--- config.mk ---
export PLATFORM = sky130hd
export DESIGN_NAME = shift_arbiter
export DESIGN_NICKNAME = d
export VERILOG_FILES = /design/src/rtl/shift_pkg.sv /design/src/rtl/rr_arb2.sv /design/src/rtl/shift_unit.sv /design/src/rtl/shift_arbiter.sv
export SDC_FILE = /design/constraint.sdc
export NUM_CORES = 1
export LEC_CHECK = 0
export CAP_MARGIN = 20
export CORE_UTILIZATION = 54
export CTS_BUF_LIST = sky130_fd_sc_hd__clkbuf_16
export DETAILED_ROUTE_END_ITERATION = 10
export HOLD_SLACK_MARGIN = 0.15
export PLACE_DENSITY = 0.83
export SYNTH_ARGS = -nofsm -noshare
export SYNTH_HDL_FRONTEND = slang
export SYNTH_HIERARCHICAL = 1
export SYNTH_SLANG_ARGS = --single-unit
export TNS_END_PERCENT = 10
--- constraint.sdc ---
create_clock -name clk -period 4.33 [get_ports clk]
set_clock_uncertainty 0.15 [all_clocks]
set_input_delay 0.866 -clock clk [delete_from_list [all_inputs] [get_ports clk]]
set_output_delay 0.866 -clock clk [all_outputs]
set_load 0.01 [all_outputs]
--- src/rtl/shift_pkg.sv ---
// Shared constants and types for the shift arbiter slice.
// Shift-type encodings, requester count, data width, buffer states.
package shift_pkg;

   localparam int NREQ = 2;
   localparam int XLEN = 32;
   localparam int SHW  = 5;

   localparam logic [1:0] SH_SRL = 2'b00;
   localparam logic [1:0] SH_SLL = 2'b01;
   localparam logic [1:0] SH_SRA = 2'b10;
   localparam logic [1:0] SH_RSV = 2'b11;

   typedef enum logic {
      BUF_EMPTY = 1'b0,
      BUF_FULL  = 1'b1
   } buf_state_e;

endpackage

--- src/rtl/rr_arb2.sv ---
// Two-requester round-robin arbiter with a last-grant pointer.
// Ports: clk, rst (async active-low), elig (eligible), grant (one-hot).
module rr_arb2 (
   input  logic       clk,
   input  logic       rst,
   input  logic [1:0] elig,
   output logic [1:0] grant
);

   logic last_grant;

   // On contention the requester not granted last wins.
   assign grant[0] = elig[0] & (~elig[1] | last_grant);
   assign grant[1] = elig[1] & (~elig[0] | ~last_grant);

   // Reset to 1 so requester 0 wins the first contention.
   always_ff @(posedge clk or negedge rst) begin
      if (!rst)
         last_grant <= 1'b1;
      else if (|grant)
         last_grant <= grant[1];
   end

endmodule

--- src/rtl/shift_unit.sv ---
// Combinational 32-bit barrel shifter: SRL, SLL, SRA.
// Ports: a (operand), shamt (0..31), sh_type, y (result).
module shift_unit
   import shift_pkg::*;
(
   input  logic [XLEN-1:0] a,
   input  logic [SHW-1:0]  shamt,
   input  logic [1:0]      sh_type,
   output logic [XLEN-1:0] y
);

   always_comb begin
      y = a;
      unique case (sh_type)
         SH_SRL:  y = a >> shamt;
         SH_SLL:  y = a << shamt;
         SH_SRA:  y = $signed(a) >>> shamt;
         default: y = a;
      endcase
   end

endmodule

--- src/rtl/shift_arbiter.sv ---
// Shares one barrel shifter between two requesters, round-robin,
// with a one-entry response buffer per requester.
// Ports: clk, rst (async active-low), req_* (request handshake and
// operands per requester), rsp_* (buffered result handshake, data, tag).
module shift_arbiter
   import shift_pkg::*;
#(
   parameter int TAG_W = 4
) (
   input  logic                  clk,
   input  logic                  rst,
   input  logic [NREQ-1:0]       req_valid,
   output logic [NREQ-1:0]       req_ready,
   input  logic [NREQ*XLEN-1:0]  req_a,
   input  logic [NREQ*SHW-1:0]   req_shamt,
   input  logic [NREQ*2-1:0]     req_type,
   input  logic [NREQ*TAG_W-1:0] req_tag,
   output logic [NREQ-1:0]       rsp_valid,
   input  logic [NREQ-1:0]       rsp_ready,
   output logic [NREQ*XLEN-1:0]  rsp_data,
   output logic [NREQ*TAG_W-1:0] rsp_tag
);

   logic [NREQ-1:0]  elig;
   logic [NREQ-1:0]  grant;
   logic             sel;
   logic [XLEN-1:0]  op_a;
   logic [SHW-1:0]   op_shamt;
   logic [1:0]       op_type;
   logic [TAG_W-1:0] op_tag;
   logic [XLEN-1:0]  sh_y;
   logic [XLEN-1:0]  result;

   rr_arb2 u_arb (
      .clk   (clk),
      .rst   (rst),
      .elig  (elig),
      .grant (grant)
   );

   // Ready is the grant itself; elig is already gated by reset.
   assign req_ready = grant;

   // Operand mux: grant is one-hot, so grant[1] selects requester 1.
   assign sel      = grant[1];
   assign op_a     = sel ? req_a[2*XLEN-1:XLEN] : req_a[XLEN-1:0];
   assign op_shamt = sel ? req_shamt[2*SHW-1:SHW] : req_shamt[SHW-1:0];
   assign op_type  = sel ? req_type[3:2] : req_type[1:0];
   assign op_tag   = sel ? req_tag[2*TAG_W-1:TAG_W] : req_tag[TAG_W-1:0];

   shift_unit u_shift (
      .a       (op_a),
      .shamt   (op_shamt),
      .sh_type (op_type),
      .y       (sh_y)
   );

   // Reserved type passes the operand through untouched.
   assign result = (op_type == SH_RSV) ? op_a : sh_y;

   for (genvar g = 0; g < NREQ; g++) begin : g_buf
      buf_state_e       state_q;
      buf_state_e       state_d;
      logic [XLEN-1:0]  data_q;
      logic [TAG_W-1:0] tag_q;
      logic             acc;
      logic             drain;

      assign acc   = grant[g];
      assign drain = (state_q == BUF_FULL) & rsp_ready[g];

      // A full buffer may accept in the same cycle it drains.
      assign elig[g] = rst & req_valid[g]
                     & ((state_q == BUF_EMPTY) | drain);

      always_comb begin
         state_d = state_q;
         unique case (state_q)
            BUF_EMPTY: if (acc) state_d = BUF_FULL;
            BUF_FULL: begin
               if (acc)
                  state_d = BUF_FULL;
               else if (drain)
                  state_d = BUF_EMPTY;
            end
         endcase
      end

      always_ff @(posedge clk or negedge rst) begin
         if (!rst)
            state_q <= BUF_EMPTY;
         else
            state_q <= state_d;
      end

      // Contents hold across drain; only a new accept overwrites.
      always_ff @(posedge clk or negedge rst) begin
         if (!rst) begin
            data_q <= '0;
            tag_q  <= '0;
         end else if (acc) begin
            data_q <= result;
            tag_q  <= op_tag;
         end
      end

      assign rsp_valid[g]                   = (state_q == BUF_FULL);
      assign rsp_data[g*XLEN +: XLEN]       = data_q;
      assign rsp_tag[g*TAG_W +: TAG_W]      = tag_q;
   end

endmodule

==> impl_results.md, run 1 <==
- Status: stopped before the end
- Stage where the run ended: global routing
- Stop Error: [ERROR GRT-0232] Routing congestion too high. Check the congestion heatmap in the GUI.
- Detailed placer's ending HPWL: 33.40 mm
- Worst EP Category: register input
- Inst Count DP: 1628
- Die Wd: 129.7 um
- GRT Total Usage: 71.62%
- Synth Flop Type: dfrtp_1
- Synth warnings: 6
- Htree depth: 3
- PortBufs: 167
- Synth Cell Area: 8811 sq um
- Async set-or-reset flop fraction in the synthesized netlist: 100.0%
- Synth top area cells: dfrtp_1 (21%), mux2i_1 (12%), mux2_2 (12%), a41oi_2 (5.5%), nand2_1 (5.5%)
- Yosys cell types: 70
- GR repair worst EP: g_buf[0].data_q[16]$_DFFE_PN0P_/D
- Synth area leader: dfrtp_1
- Post-synth EDFFs: 0
- Core Rows: 46
- CTS Sinks: 75
- Most common cell in the netlist: nand2_1
- Sequential share of the synthesized area: 21.31%
- Starting Density: 55.47%
- Top-area cell type share of the netlist area: 21.02%
- Synthesized flop and latch total: 75
- GP Congestion: 1.168
- Largest net degree at the start of global routing: 74
- Die height: 129.7 um
- Top cells by instance count after synthesis: nand2_1 (129), nor2_1 (128), mux2i_1 (107)
- Clock Root Buffer: clkbuf_16
- Cts hold-fix bufs: 0
- Avg Cell Area, Syn: 8.344 sq um
- Cell count after synthesis: 1056
- TritonCTS buffer count: 9
- Post-Synthesis Net Count: 1148
- Gr ovfl total: 30
- Ports: 168
- Longest Clk Path Bufs: 2
## kinds of logic after synthesis
family,synth area share [%]
AO/OA/AOI/OAI,25.28
buffers and inverters,7.157
flip-flops,21.32
multiplexers,27.95
AND/OR/NAND/NOR,18.30
## through the flow
step	setup slack [ns]	util (%)	area [sq um]	TNS [ns]	hold slack [ns]
4_1_cts	0.01582	85.41	13570	0	0.3640
3_5_place_dp	-0.7840	78.84	12520	-38.22	0.3499
2_1_floorplan	0.05081	-	8811	0	0.3226
3_3_place_gp	-0.5994	78.84	12520	-29.36	0.3414
## routing by layer
layer | global-route usage [%] | overflow
met5 | 19.12 | 0
met4 | 62.93 | 11
met3 | 56.54 | 2
met2 | 88.39 | 17
met1 | 75.27 | 0
## repair_timing
action / 4_1_cts
setup endpoints to repair: 64
setup buffers: 25
pin swaps: 20
gates resized for setup: 97
endpoints found under the hold margin: 0
gates cloned: 4
==> run 2: changes to the inputs <==
--- a/config.mk
+++ b/config.mk
@@ -6,11 +6,9 @@
 export NUM_CORES = 1
 export LEC_CHECK = 0
 export CAP_MARGIN = 20
-export CORE_UTILIZATION = 54
-export CTS_BUF_LIST = sky130_fd_sc_hd__clkbuf_16
+export CORE_UTILIZATION = 40
 export DETAILED_ROUTE_END_ITERATION = 10
-export HOLD_SLACK_MARGIN = 0.15
-export PLACE_DENSITY = 0.83
+export PLACE_DENSITY_LB_ADDON = 0.15
 export SYNTH_ARGS = -nofsm -noshare
 export SYNTH_HDL_FRONTEND = slang
 export SYNTH_HIERARCHICAL = 1
==> run 2 against run 1 <==
Net effect: the run now ends clean; synthesized cell count did not move; synthesized area did not move.
==> impl_results.md, run 2 <==
- N_diodes: 0
- Crit path kind: in2reg
- GRT Total Usage: 41.26%
- TritonCTS buffer count: 9 (unchanged)
- Number of global-route vias before repair: 10440
- CP required: 4.35 ns
- Clock Power Share: 17.7%
- Net switching power figure: 1.892 mW
- Core area: 21290 sq um
- Final-layout fill cell count: 1864
- Largest family of logic cells by synthesized area: multiplexers
- Die Area: 22620 sq um
- Maxcap violations: 0
- Post-DP Area: 12840 sq um (+2.6%)
- Synth Area in Adders: 0% (unchanged)
- Leak: 5.930 nW
- Fin crit share: 98.70%
- Reg2reg path depth: 16
- Starting DRT DRC Count: 1118
- Final-report setup violation count: 0
- Final core occ: 65.51%
- Top-area cell type share of the netlist area: 21.02% (unchanged)
- Switching Share: 40.16%
- First-pass GRT wire length: 68.07 mm
- Cell count after synthesis: 1056 (unchanged)
- Internal power: 2.819 mW
- Longest Clk Path Bufs: 2 (unchanged)
- WHS Path Cells: 1
- Final #Nets: 1549
- Setup WS post-layout: 0.05620 ns
- Largest net degree at the start of global routing: 74
- Syn-to-layout area delta: 58.28%
- Top Registers: g_buf.data_q x64, g_buf.tag_q x8, g_buf.state_q x2
- Fin area: 13950 sq um
- CTS Sinks: 75 (unchanged)
- Avg Cell Area, Syn: 8.344 sq um (unchanged)
- Unrepaired setup endpoints after global routing: yes
- Gr ovfl total: 0
- Synth Flop Type: dfrtp_1
- Max Transition Viols Final: 0
- XOR/XNOR Fraction of Synth Area: 0% (unchanged)
- Compound-gate portion of the synthesized area: 25.28% (unchanged)
- Core Rows: 53 (+15%)
- Wirelength per Cell: 26.79 um
- Cell Pwr Density: 337.8 nW/um^2
- Via count: 10870
- Htree depth: 3 (unchanged)
- Worst-path clk slew: 0.07 ns
- Async set-or-reset flop fraction in the synthesized netlist: 100.0% (unchanged)
- Power share of the sequential group: 21.2%
- PortBufs: 167 (unchanged)
- Setup TNS: 0 ns
- Post-Synthesis Net Count: 1148 (unchanged)
- Detailed placer's ending HPWL: 36.21 mm (+8.4%)
- F_max: 234.0 MHz
- DR pass1 iterations: 7
- Top cells by instance count after synthesis: nand2_1 (129), nor2_1 (128), mux2i_1 (107)
- Antenna-violating nets left: 0
- VDD IR max: 0.0002245 V
- Final Hold Fails: 0
- Clock Root Buffer: clkbuf_16
- Synth area leader: dfrtp_1
- Power share of the combinational group: 61.1%
- Die height: 150.4 um (+16%)
- Final min period: 4.274 ns
- Max FFs per register: 64
- Synth warnings: 6 (unchanged)
- Max-Slew Margin vs Limit: 38.53%
- Layout cells sized above 1: 39.33%
- Synth Cell Area: 8811 sq um (unchanged)
- Initial antenna violation count: 0
- Post-synth EDFFs: 0 (unchanged)
- Mux cell area share after synthesis: 27.95% (unchanged)
- Most common cell in the netlist: nand2_1
- GP Congestion: 1.075 (-7.9%)
- CTS tree: built
- Worst Path Max Fanout: 6
- Residual DRC: 0
- WP data arrival: 4.30 ns
- Commonest cells after routing, fill and taps aside: buf_4 (301), clkdlybuf4s50_1 (163), nand2_1 (125)
- Die Wd: 150.4 um (+16%)
- Simple-gate share of the synthesized area: 18.30% (unchanged)
- Largest Register: g_buf.data_q
- Starting Density: 41.39% (-14 points)
- Worst hold path type: reg2reg
- Ports: 168 (unchanged)
- Clk_lat worst skew: 0.34 ns
- CP endpoint kind: flop
- Total Wirelength: 46.53 mm
- Commonest non-fill, non-tap cell in the layout: buf_4
- Via/cell ratio: 6.260
- Sequential share of the synthesized area: 21.31% (unchanged)
- Worst Tran Pin Value: 0.9221 ns
- Hold_ws: 0.3654 ns
- Yosys cell types: 70 (unchanged)
- Synthesized flop and latch total: 75 (unchanged)
- Critical path startpoint category: primary input
- Pre-CTS setup slack: -0.7490 ns (+0.03499 ns)
- Synth top area cells: dfrtp_1 (21%), mux2i_1 (12%), mux2_2 (12%), a41oi_2 (5.5%), nand2_1 (5.5%)
- Status: finished clean
-- run 2: cell counts after synthesis --
No cell type changed its count.
-- run 2: stage by stage --
step                instances  power [mW]
floorplan                1056       2.195
finish                   1737       4.711
global placement         1710       3.609
CTS                      1732       4.613
detailed placement       1710       3.621
global route             1737       4.889
-- run 2: power groups by stage --
stage                     Combinational [mW]  Sequential, mW  Clock (mW)
after floorplan                         1.12            1.08           0
after global placement                  2.60            1.01           0
after detailed placement                2.62            1.01           0
after CTS                               2.77           0.999       0.840
after global routing                    3.00            1.02       0.869
final                                   2.88            1.00       0.833
-- run 2: cell families (layout without fill, tap and decap cells) --
| group | Yosys count | after routing |
|---|---|---|
| flip-flops | 75 | 75 |
| AND/OR/NAND/NOR | 369 | 369 |
| buffers and inverters | 113 | 519 |
| multiplexers | 214 | 214 |
| AO/OA/AOI/OAI | 285 | 285 |
-- run 2: layout make-up --
class / count / area (sq um) / share of cell area [%]
multi-input combinational: 868 / 6872 / 49.27
timing repair buffer: 495 / 4501 / 32.27
sequential: 75 / 1878 / 13.47
tap: 275 / 344.1 / 2.467
clock buffer: 10 / 229.0 / 1.642
clock inverter: 6 / 90.09 / 0.6460
inverter: 8 / 32.53 / 0.2333
-- run 2: worst paths after layout --
| check | endpoint | from | slack (ns) |
|---|---|---|---|
| setup / recovery | g_buf[0].data_q[1] | req_valid[0] | 0.06 |
| hold / removal | g_buf[1].tag_q[2] | g_buf[1].tag_q[2] | 0.37 |
| setup reg to reg | g_buf[0].data_q[1] | g_buf[1].state_q | 0.47 |
| hold reg to reg | g_buf[1].tag_q[2] | g_buf[1].tag_q[2] | 0.37 |
| max in group asynchronous | g_buf[1].data_q[25] | rst | 2.98 |
| min in group asynchronous | g_buf[0].state_q | rst | 0.38 |
-- run 2: critical path: stages --
cell,delay [ns]
clkdlybuf4s50_1,0.41
and3_4,0.19
a21boi_4,0.14
buf_12,0.14
bufbuf_16,0.27
buf_8,0.12
mux2_4,0.36
buf_12,0.15
mux2_2,0.28
mux2i_1,0.21
a221o_1,0.23
nand2b_4,0.14
o211ai_1,0.15
a221o_1,0.39
nand3_1,0.10
a41oi_2,0.13
-- run 2: layer usage --
| layer | GRT usage (%) | part of all wire [%] | vias up |
|---|---|---|---|
| met3 | 7.091 | 9.2 | 124 |
| li1 | - | - | 4784 |
| met4 | 17.58 | 4.9 | 0 |
| met5 | 0 | 0 | - |
| met2 | 64.12 | 44 | 649 |
| met1 | 56.08 | 42 | 5316 |
-- run 2: repair_timing --
item                                    CTS  global route
endpoints found under the setup margin   55            65
endpoints found under the hold margin     0             0
resized for setup                       105            31
hold buffers                              0             0
pin swaps                                17            14
gates cloned                              3             2
buffers inserted                          4             3
No activity file was read; power rests on OpenSTA's default activity.
